[config.mk]
export PLATFORM = sky130hd
export DESIGN_NAME = phase_arbiter
export DESIGN_NICKNAME = d
export VERILOG_FILES = /design/src/rtl/traffic_pkg.sv /design/src/rtl/phase_timer.sv /design/src/rtl/phase_arbiter.sv
export SDC_FILE = /design/constraint.sdc
export NUM_CORES = 1
export LEC_CHECK = 0
export ABC_CLOCK_PERIOD_IN_PS = 6700
export CAP_MARGIN = 30
export CELL_PAD_IN_SITES_DETAIL_PLACEMENT = 1
export CELL_PAD_IN_SITES_GLOBAL_PLACEMENT = 2
export CORE_ASPECT_RATIO = 0.7
export CORE_MARGIN = 4
export CORE_UTILIZATION = 37
export CTS_CLUSTER_SIZE = 30
export DETAILED_ROUTE_END_ITERATION = 10
export GPL_TIMING_DRIVEN = 0
export PLACE_DENSITY = 0.94
export SKIP_CTS_REPAIR_TIMING = 1
export SLEW_MARGIN = 20
export SYNTH_ARGS = -nofsm -noshare
export SYNTH_HDL_FRONTEND = slang
export SYNTH_SLANG_ARGS = --single-unit
[constraint.sdc]
create_clock -name clock -period 6.7 [get_ports clock]
set_input_delay 1.34 -clock clock [delete_from_list [all_inputs] [get_ports clock]]
set_output_delay 1.34 -clock clock [all_outputs]
set_load 0.005 [all_outputs]
[src/rtl/traffic_pkg.sv]
// Shared types and helpers for the intersection phase scheduler.
package traffic_pkg;

  typedef enum logic [2:0] {
    IDLE   = 3'd0,
    GREEN  = 3'd1,
    YELLOW = 3'd2,
    ALLRED = 3'd3,
    WALK   = 3'd4,
    CLEAR  = 3'd5
  } phase_t;

  localparam int unsigned NUM_REQ = 5;
  localparam int unsigned PED_IDX = 4;

  typedef struct packed {
    logic       valid;
    logic [2:0] idx;
  } grant_t;

  function automatic int unsigned umax(input int unsigned a, input int unsigned b);
    return (a > b) ? a : b;
  endfunction

  // First set request at or after ptr, wrapping modulo NUM_REQ.
  function automatic grant_t rr_pick(input logic [NUM_REQ-1:0] req, input logic [2:0] ptr);
    grant_t     g;
    logic [2:0] j;
    g = '0;
    for (int unsigned k = 0; k < NUM_REQ; k++) begin
      j = 3'((32'(ptr) + k) % NUM_REQ);
      if (!g.valid && req[j]) begin
        g.valid = 1'b1;
        g.idx   = j;
      end
    end
    return g;
  endfunction

endpackage

[src/rtl/phase_timer.sv]
// Phase timer: load to 1, count up while enabled, saturate at all-ones.
module phase_timer #(
  parameter int unsigned WIDTH = 4
) (
  input  logic             clock,
  input  logic             reset_n,
  input  logic             load,
  input  logic             enable,
  input  logic [WIDTH-1:0] limit,
  output logic [WIDTH-1:0] cnt,
  output logic             done
);

  always_ff @(posedge clock or negedge reset_n) begin
    if (!reset_n) begin
      cnt <= '0;
    end else if (load) begin
      cnt <= WIDTH'(1);
    end else if (enable && (cnt != '1)) begin
      cnt <= cnt + 1'b1;
    end
  end

  assign done = (cnt >= limit);

endmodule

[src/rtl/phase_arbiter.sv]
// Round-robin phase scheduler for four car approaches plus a pedestrian crossing.
// Lamp outputs are registered Moore outputs updated on the same edge as the state.
module phase_arbiter
  import traffic_pkg::*;
#(
  parameter int unsigned GREEN_MIN   = 4,
  parameter int unsigned GREEN_MAX   = 12,
  parameter int unsigned YELLOW_TIME = 3,
  parameter int unsigned ALLRED_TIME = 1,
  parameter int unsigned WALK_TIME   = 6,
  parameter int unsigned CLEAR_TIME  = 4
) (
  input  logic       clock,
  input  logic       reset_n,
  input  logic [3:0] car,
  input  logic       ped,
  output logic [3:0] green,
  output logic [3:0] yellow,
  output logic       walk,
  output logic       ped_clear,
  output logic       ped_wait,
  output logic [2:0] phase
);

  localparam int unsigned MAX_T = umax(umax(umax(GREEN_MIN, GREEN_MAX),
                                            umax(YELLOW_TIME, ALLRED_TIME)),
                                       umax(WALK_TIME, CLEAR_TIME));
  localparam int unsigned TW = $clog2(MAX_T + 1);

  if (GREEN_MIN == 0 || GREEN_MAX < GREEN_MIN || YELLOW_TIME == 0 || ALLRED_TIME == 0 ||
      WALK_TIME == 0 || CLEAR_TIME == 0) begin : g_bad_params
    $error("phase_arbiter: invalid timing parameters");
  end

  phase_t               state_q, state_d;
  logic   [2:0]         idx_q, idx_d;
  logic   [2:0]         rr_q, rr_d;
  logic                 ped_wait_q, ped_wait_d;
  logic   [NUM_REQ-1:0] pending;
  grant_t               pick;
  logic                 grant;
  logic   [3:0]         green_d, yellow_d;
  logic                 tmr_load, tmr_enable, tmr_done;
  logic   [TW-1:0]      tmr_limit, tmr_cnt;

  // The phase being served is excluded so it cannot count as its own competitor.
  always_comb begin
    pending = {ped_wait_q, car};
    if (state_q != IDLE) pending[idx_q] = 1'b0;
  end

  assign pick = rr_pick(pending, rr_q);

  always_comb begin
    tmr_limit = TW'(ALLRED_TIME);
    unique case (state_q)
      GREEN:   tmr_limit = TW'(GREEN_MIN);
      YELLOW:  tmr_limit = TW'(YELLOW_TIME);
      WALK:    tmr_limit = TW'(WALK_TIME);
      CLEAR:   tmr_limit = TW'(CLEAR_TIME);
      default: tmr_limit = TW'(ALLRED_TIME);
    endcase
  end

  always_comb begin
    state_d = state_q;
    idx_d   = idx_q;
    rr_d    = rr_q;
    grant   = 1'b0;
    unique case (state_q)
      IDLE: grant = pick.valid;
      GREEN: begin
        // Past minimum green: yield when our car left, or at max green with a competitor.
        if (tmr_done && (!car[idx_q[1:0]] || (|pending && (tmr_cnt >= TW'(GREEN_MAX))))) begin
          state_d = YELLOW;
        end
      end
      YELLOW: if (tmr_done) state_d = ALLRED;
      WALK:   if (tmr_done) state_d = CLEAR;
      CLEAR:  if (tmr_done) state_d = ALLRED;
      ALLRED: begin
        if (tmr_done) begin
          if (pick.valid) grant = 1'b1;
          else            state_d = IDLE;
        end
      end
      default: state_d = IDLE;
    endcase
    if (grant) begin
      idx_d   = pick.idx;
      rr_d    = (pick.idx == 3'(PED_IDX)) ? 3'd0 : pick.idx + 3'd1;
      state_d = (pick.idx == 3'(PED_IDX)) ? WALK : GREEN;
    end
  end

  // A press on the very edge that enters WALK stays latched for the next round.
  assign ped_wait_d = ped | (ped_wait_q & ~((state_d == WALK) && (state_q != WALK)));

  assign tmr_load   = (state_d != state_q);
  assign tmr_enable = (state_q != IDLE);

  phase_timer #(
    .WIDTH(TW)
  ) u_timer (
    .clock  (clock),
    .reset_n(reset_n),
    .load   (tmr_load),
    .enable (tmr_enable),
    .limit  (tmr_limit),
    .cnt    (tmr_cnt),
    .done   (tmr_done)
  );

  always_comb begin
    green_d  = '0;
    yellow_d = '0;
    if (state_d == GREEN)  green_d  = 4'b0001 << idx_d[1:0];
    if (state_d == YELLOW) yellow_d = 4'b0001 << idx_d[1:0];
  end

  always_ff @(posedge clock or negedge reset_n) begin
    if (!reset_n) begin
      state_q    <= IDLE;
      idx_q      <= '0;
      rr_q       <= '0;
      ped_wait_q <= 1'b0;
      green      <= '0;
      yellow     <= '0;
      walk       <= 1'b0;
      ped_clear  <= 1'b0;
    end else begin
      state_q    <= state_d;
      idx_q      <= idx_d;
      rr_q       <= rr_d;
      ped_wait_q <= ped_wait_d;
      green      <= green_d;
      yellow     <= yellow_d;
      walk       <= (state_d == WALK);
      ped_clear  <= (state_d == CLEAR);
    end
  end

  assign ped_wait = ped_wait_q;
  assign phase    = state_q;

endmodule

==> metrics list <==
* Routed via count: about 3300
- The first global-routing pass estimated between 15000 and 20000 um of wire.
- The number of antenna diodes in the final layout is 0.
- The congestion estimate from routability-driven global placement came to ~0.9.
* Maximum buffer depth of the clock tree: 2
- Yosys cell types: 77
- Post-detailed-route wirelength per cell: ~21 um
- Count of pins on the block boundary: 21
- Net count, final: between 400 and 500
- The number of hold violations in the final report was 0.
* EDFF count, synth: 0
- DRC violations left: 0
- Post-Syn Nets: between 400 and 500
* Final Slew Violations: 0
- Averaged over all synthesized cells, the footprint is roughly 8 um^2.
- After synthesis the cells add up to between 3000 and 4000 um^2.
- Half-perimeter wire length after placement: 8769 um
* Rel. slew slack: 0.3280
- CTS Root Cell: sky130_fd_sc_hd__clkbuf_16
* Core area: between 8000 and 9000 um^2
* Maximum fanout encountered on the critical timing path: 11
* H-tree Lvls: 1
- Synthesis produced a netlist whose cell count is between 300 and 400.
* Synth Register Bits: 24
* Highest Clock Rate: around 160 MHz
- Clock skew on the completed layout was measured at 0.003254 ns.
- The floorplan step set the die width to ~120 um.
* Number of maximum-capacitance constraint violations: 0
- Data required time at the worst endpoint: slightly below 7 ns
- Fraction of layout instances using a drive strength above 1: 0.1066
- The worst setup path is captured at a register.
- Including well taps, the total number of placed cells is ~540.
- Flip-flop cell with the highest count after synthesis: sky130_fd_sc_hd__dfrtp_1
- Clock latency at the later pin of the worst-skew pair: between 0.2 and 0.3 ns
- Setup Viol. Count Final: 0
- Clock Pin Slew Worst Setup and Hold Paths: around 0.070 ns
* Final Non-Filler Cells: roughly 540
* TritonCTS clock tree: yes
- The floorplan step set the die height to between 80 and 90 um.
- For this block, the routed nets add up to 11150 um of wire.
- Entering global routing, the biggest net connects 15 pins.
- The biggest area contributor in the post-synthesis netlist is sky130_fd_sc_hd__dfrtp_1.
- STA classifies the critical path startpoint as a register.
- Before antenna repair, the detailed router went through 5 iterations.
- During placement, the flow inserted port buffers numbering 20.
* Slew @ Worst Pin: ~0.99 ns
* Run status: completed
* Initial antenna violation count: 0
- Yosys synthesis warning count: 0
- Counting I/O delays and the setup requirement, the final critical path takes ~6.3 ns.
- The tree built by TritonCTS fans out to 24 sinks.
- Die area: 10300 um^2
- Crit Path Category: register to register
- Fraction of synthesis flops using an asynchronous set or reset pin: 1.000
* Type of the worst min-delay path: register to register
- Commonest cells in the netlist: sky130_fd_sc_hd__nor2_1 (29), sky130_fd_sc_hd__ha_1 (27), sky130_fd_sc_hd__inv_1 (25), sky130_fd_sc_hd__nand2_1 (25), sky130_fd_sc_hd__dfrtp_1 (24)
* Vias in the first global route: about 3300
- For this run, the register share of the synthesized area comes to 0.1863.
* Starting Density: 0.3803
* Total gr overflow: 0
- Data arrival time at the worst-slack endpoint: around 6.4 ns
- Counting the buffers created by CTS gives 3.
* Post-synthesis to final-layout area growth: 14.98%
- After detailed routing, the number of vias per cell comes to about 6.1.
- Count of antenna-violating nets left after detailed routing: 0
- Most common cell in the netlist: sky130_fd_sc_hd__nor2_1
* Initial drt markers: just under 400
* Post-synth top area share: 0.1863
- The floorplan has 28 rows.
* Total routing resource utilization after global routing: 0.2186
* Part of the cycle the worst path needs: 0.9345
* Unrepaired setup endpoints after global routing: no
- By area the synthesized netlist is led by sky130_fd_sc_hd__dfrtp_1 (19%), sky130_fd_sc_hd__ha_1 (10%), sky130_fd_sc_hd__o21ai_0 (3.6%).
cells by family after synthesis:
logic type                 after synthesis  share of synthesized area
DFF                                     24                     0.1863
and+or+nand+nor                        134                     0.2189
xor gates and xnor gates                14                    0.05472
buffers and inverters                   49                    0.06403
AOI/OAI and AO/OA                      137                     0.3213
muxes                                   13                    0.05006
adders and majority gates               27                     0.1048
final timing paths:
kind / from / to / slack (ns) / cells past startpoint
worst max-delay path: rr_q[0] / walk / 0.44 / 21
worst min-delay path: ped_wait / ped_wait / 0.57 / 1
worst max register to register: rr_q[0] / walk / 0.44 / 21
worst min register to register: ped_wait / ped_wait / 0.57 / 1
max in group asynchronous: reset_n / phase[0] / 4.69 / 2
min in group asynchronous: reset_n / yellow[2] / 1.48 / 1
per-layer routing:
layer	vias up	global-route usage	wire length, um
met5	-	0	0
met4	0	0.01455	63
met3	8	0.03164	660
met2	97	0.3448	4907
met1	1663	0.3311	5517
li1	1555	-	-
cells in the final DEF (no fill, tap or decap), types with 3 or more instances in the layout:
cell / n
sky130_fd_sc_hd__nor2_1: 29
sky130_fd_sc_hd__ha_1: 27
sky130_fd_sc_hd__inv_1: 25
sky130_fd_sc_hd__nand2_1: 25
sky130_fd_sc_hd__dfrtp_1: 23
sky130_fd_sc_hd__o21ai_0: 22
sky130_fd_sc_hd__a21oi_1: 20
sky130_fd_sc_hd__clkdlybuf4s50_1: 20
sky130_fd_sc_hd__nor3_1: 15
sky130_fd_sc_hd__nand2b_1: 13
sky130_fd_sc_hd__o211ai_1: 12
sky130_fd_sc_hd__nor4_1: 11
sky130_fd_sc_hd__buf_2: 9
sky130_fd_sc_hd__mux2i_1: 9
sky130_fd_sc_hd__a211oi_1: 9
sky130_fd_sc_hd__o21a_1: 8
sky130_fd_sc_hd__clkbuf_1: 7
sky130_fd_sc_hd__xnor2_1: 7
sky130_fd_sc_hd__nor2b_1: 7
sky130_fd_sc_hd__nand3_1: 7
sky130_fd_sc_hd__o221ai_1: 6
sky130_fd_sc_hd__a21o_1: 6
sky130_fd_sc_hd__or3_1: 5
sky130_fd_sc_hd__a2bb2oi_1: 4
sky130_fd_sc_hd__a21boi_0: 4
sky130_fd_sc_hd__and3_1: 4
sky130_fd_sc_hd__buf_4: 3
sky130_fd_sc_hd__nand3b_1: 3
sky130_fd_sc_hd__inv_2: 3
sky130_fd_sc_hd__a31oi_1: 3
sky130_fd_sc_hd__or2_1: 3
sky130_fd_sc_hd__o22ai_1: 3
sky130_fd_sc_hd__a22oi_1: 3
sky130_fd_sc_hd__xor2_1: 3
sky130_fd_sc_hd__clkbuf_16: 3
worst max-delay path, stage by stage, from the launching register on:
cell and delay (ns):
sky130_fd_sc_hd__dfrtp_2 0.50, sky130_fd_sc_hd__buf_2 0.32, sky130_fd_sc_hd__clkinvlp_4 0.33, sky130_fd_sc_hd__ha_1 0.45, sky130_fd_sc_hd__clkbuf_1 0.31, sky130_fd_sc_hd__inv_1 0.18, sky130_fd_sc_hd__ha_1 0.26, sky130_fd_sc_hd__nor3_2 0.25
sky130_fd_sc_hd__or3_1 0.22, sky130_fd_sc_hd__nand2_1 0.10, sky130_fd_sc_hd__ha_1 0.21, sky130_fd_sc_hd__nand2b_1 0.15, sky130_fd_sc_hd__a22oi_2 0.31, sky130_fd_sc_hd__mux2_2 0.41, sky130_fd_sc_hd__o32ai_2 0.26, sky130_fd_sc_hd__o211ai_1 0.18
sky130_fd_sc_hd__a221o_1 0.32, sky130_fd_sc_hd__o221ai_1 0.15, sky130_fd_sc_hd__ha_1 0.28, sky130_fd_sc_hd__or3b_4 0.44, sky130_fd_sc_hd__a21oi_1 0.30, sky130_fd_sc_hd__a21boi_0 0.24
state kept, by name (all words and copies together) (netlist names):
| signal | count |
|---|---|
| green | 4 |
| u_timer.cnt | 4 |
| yellow | 4 |
| idx_q | 3 |
| phase | 3 |
| rr_q | 3 |
| ped_clear | 1 |
| ped_wait | 1 |
| walk | 1 |
final cells by class:
cell class	count	area, um^2
repair buffers	21	215.2
flip-flops and latches	24	601.8
clock inverters	1	30.03
inverters	29	112.6
plain buffers	19	93.84
fillers	1058	4771
well taps	120	150.1
multi-input cells	325	2429
clock buffers	3	75.07
per-stage QoR:
step	util	TNS, ns	hold WS (ns)	setup slack [ns]	instance area [um^2]
after floorplan	-	0	0.5163	1.489	3224
after global placement	0.4216	0	0.5257	0.2301	3575
after detailed placement	0.4234	0	0.5298	0.06035	3590
after CTS	0.4358	-0.08704	0.5654	-0.03696	3695
after global routing	0.4373	0	0.6161	0.03433	3707
final	0.4373	0	0.5666	0.4387	3707
Power is not shown: default switching activity piles up to over one toggle a cycle in this logic, so the estimate is an artifact.
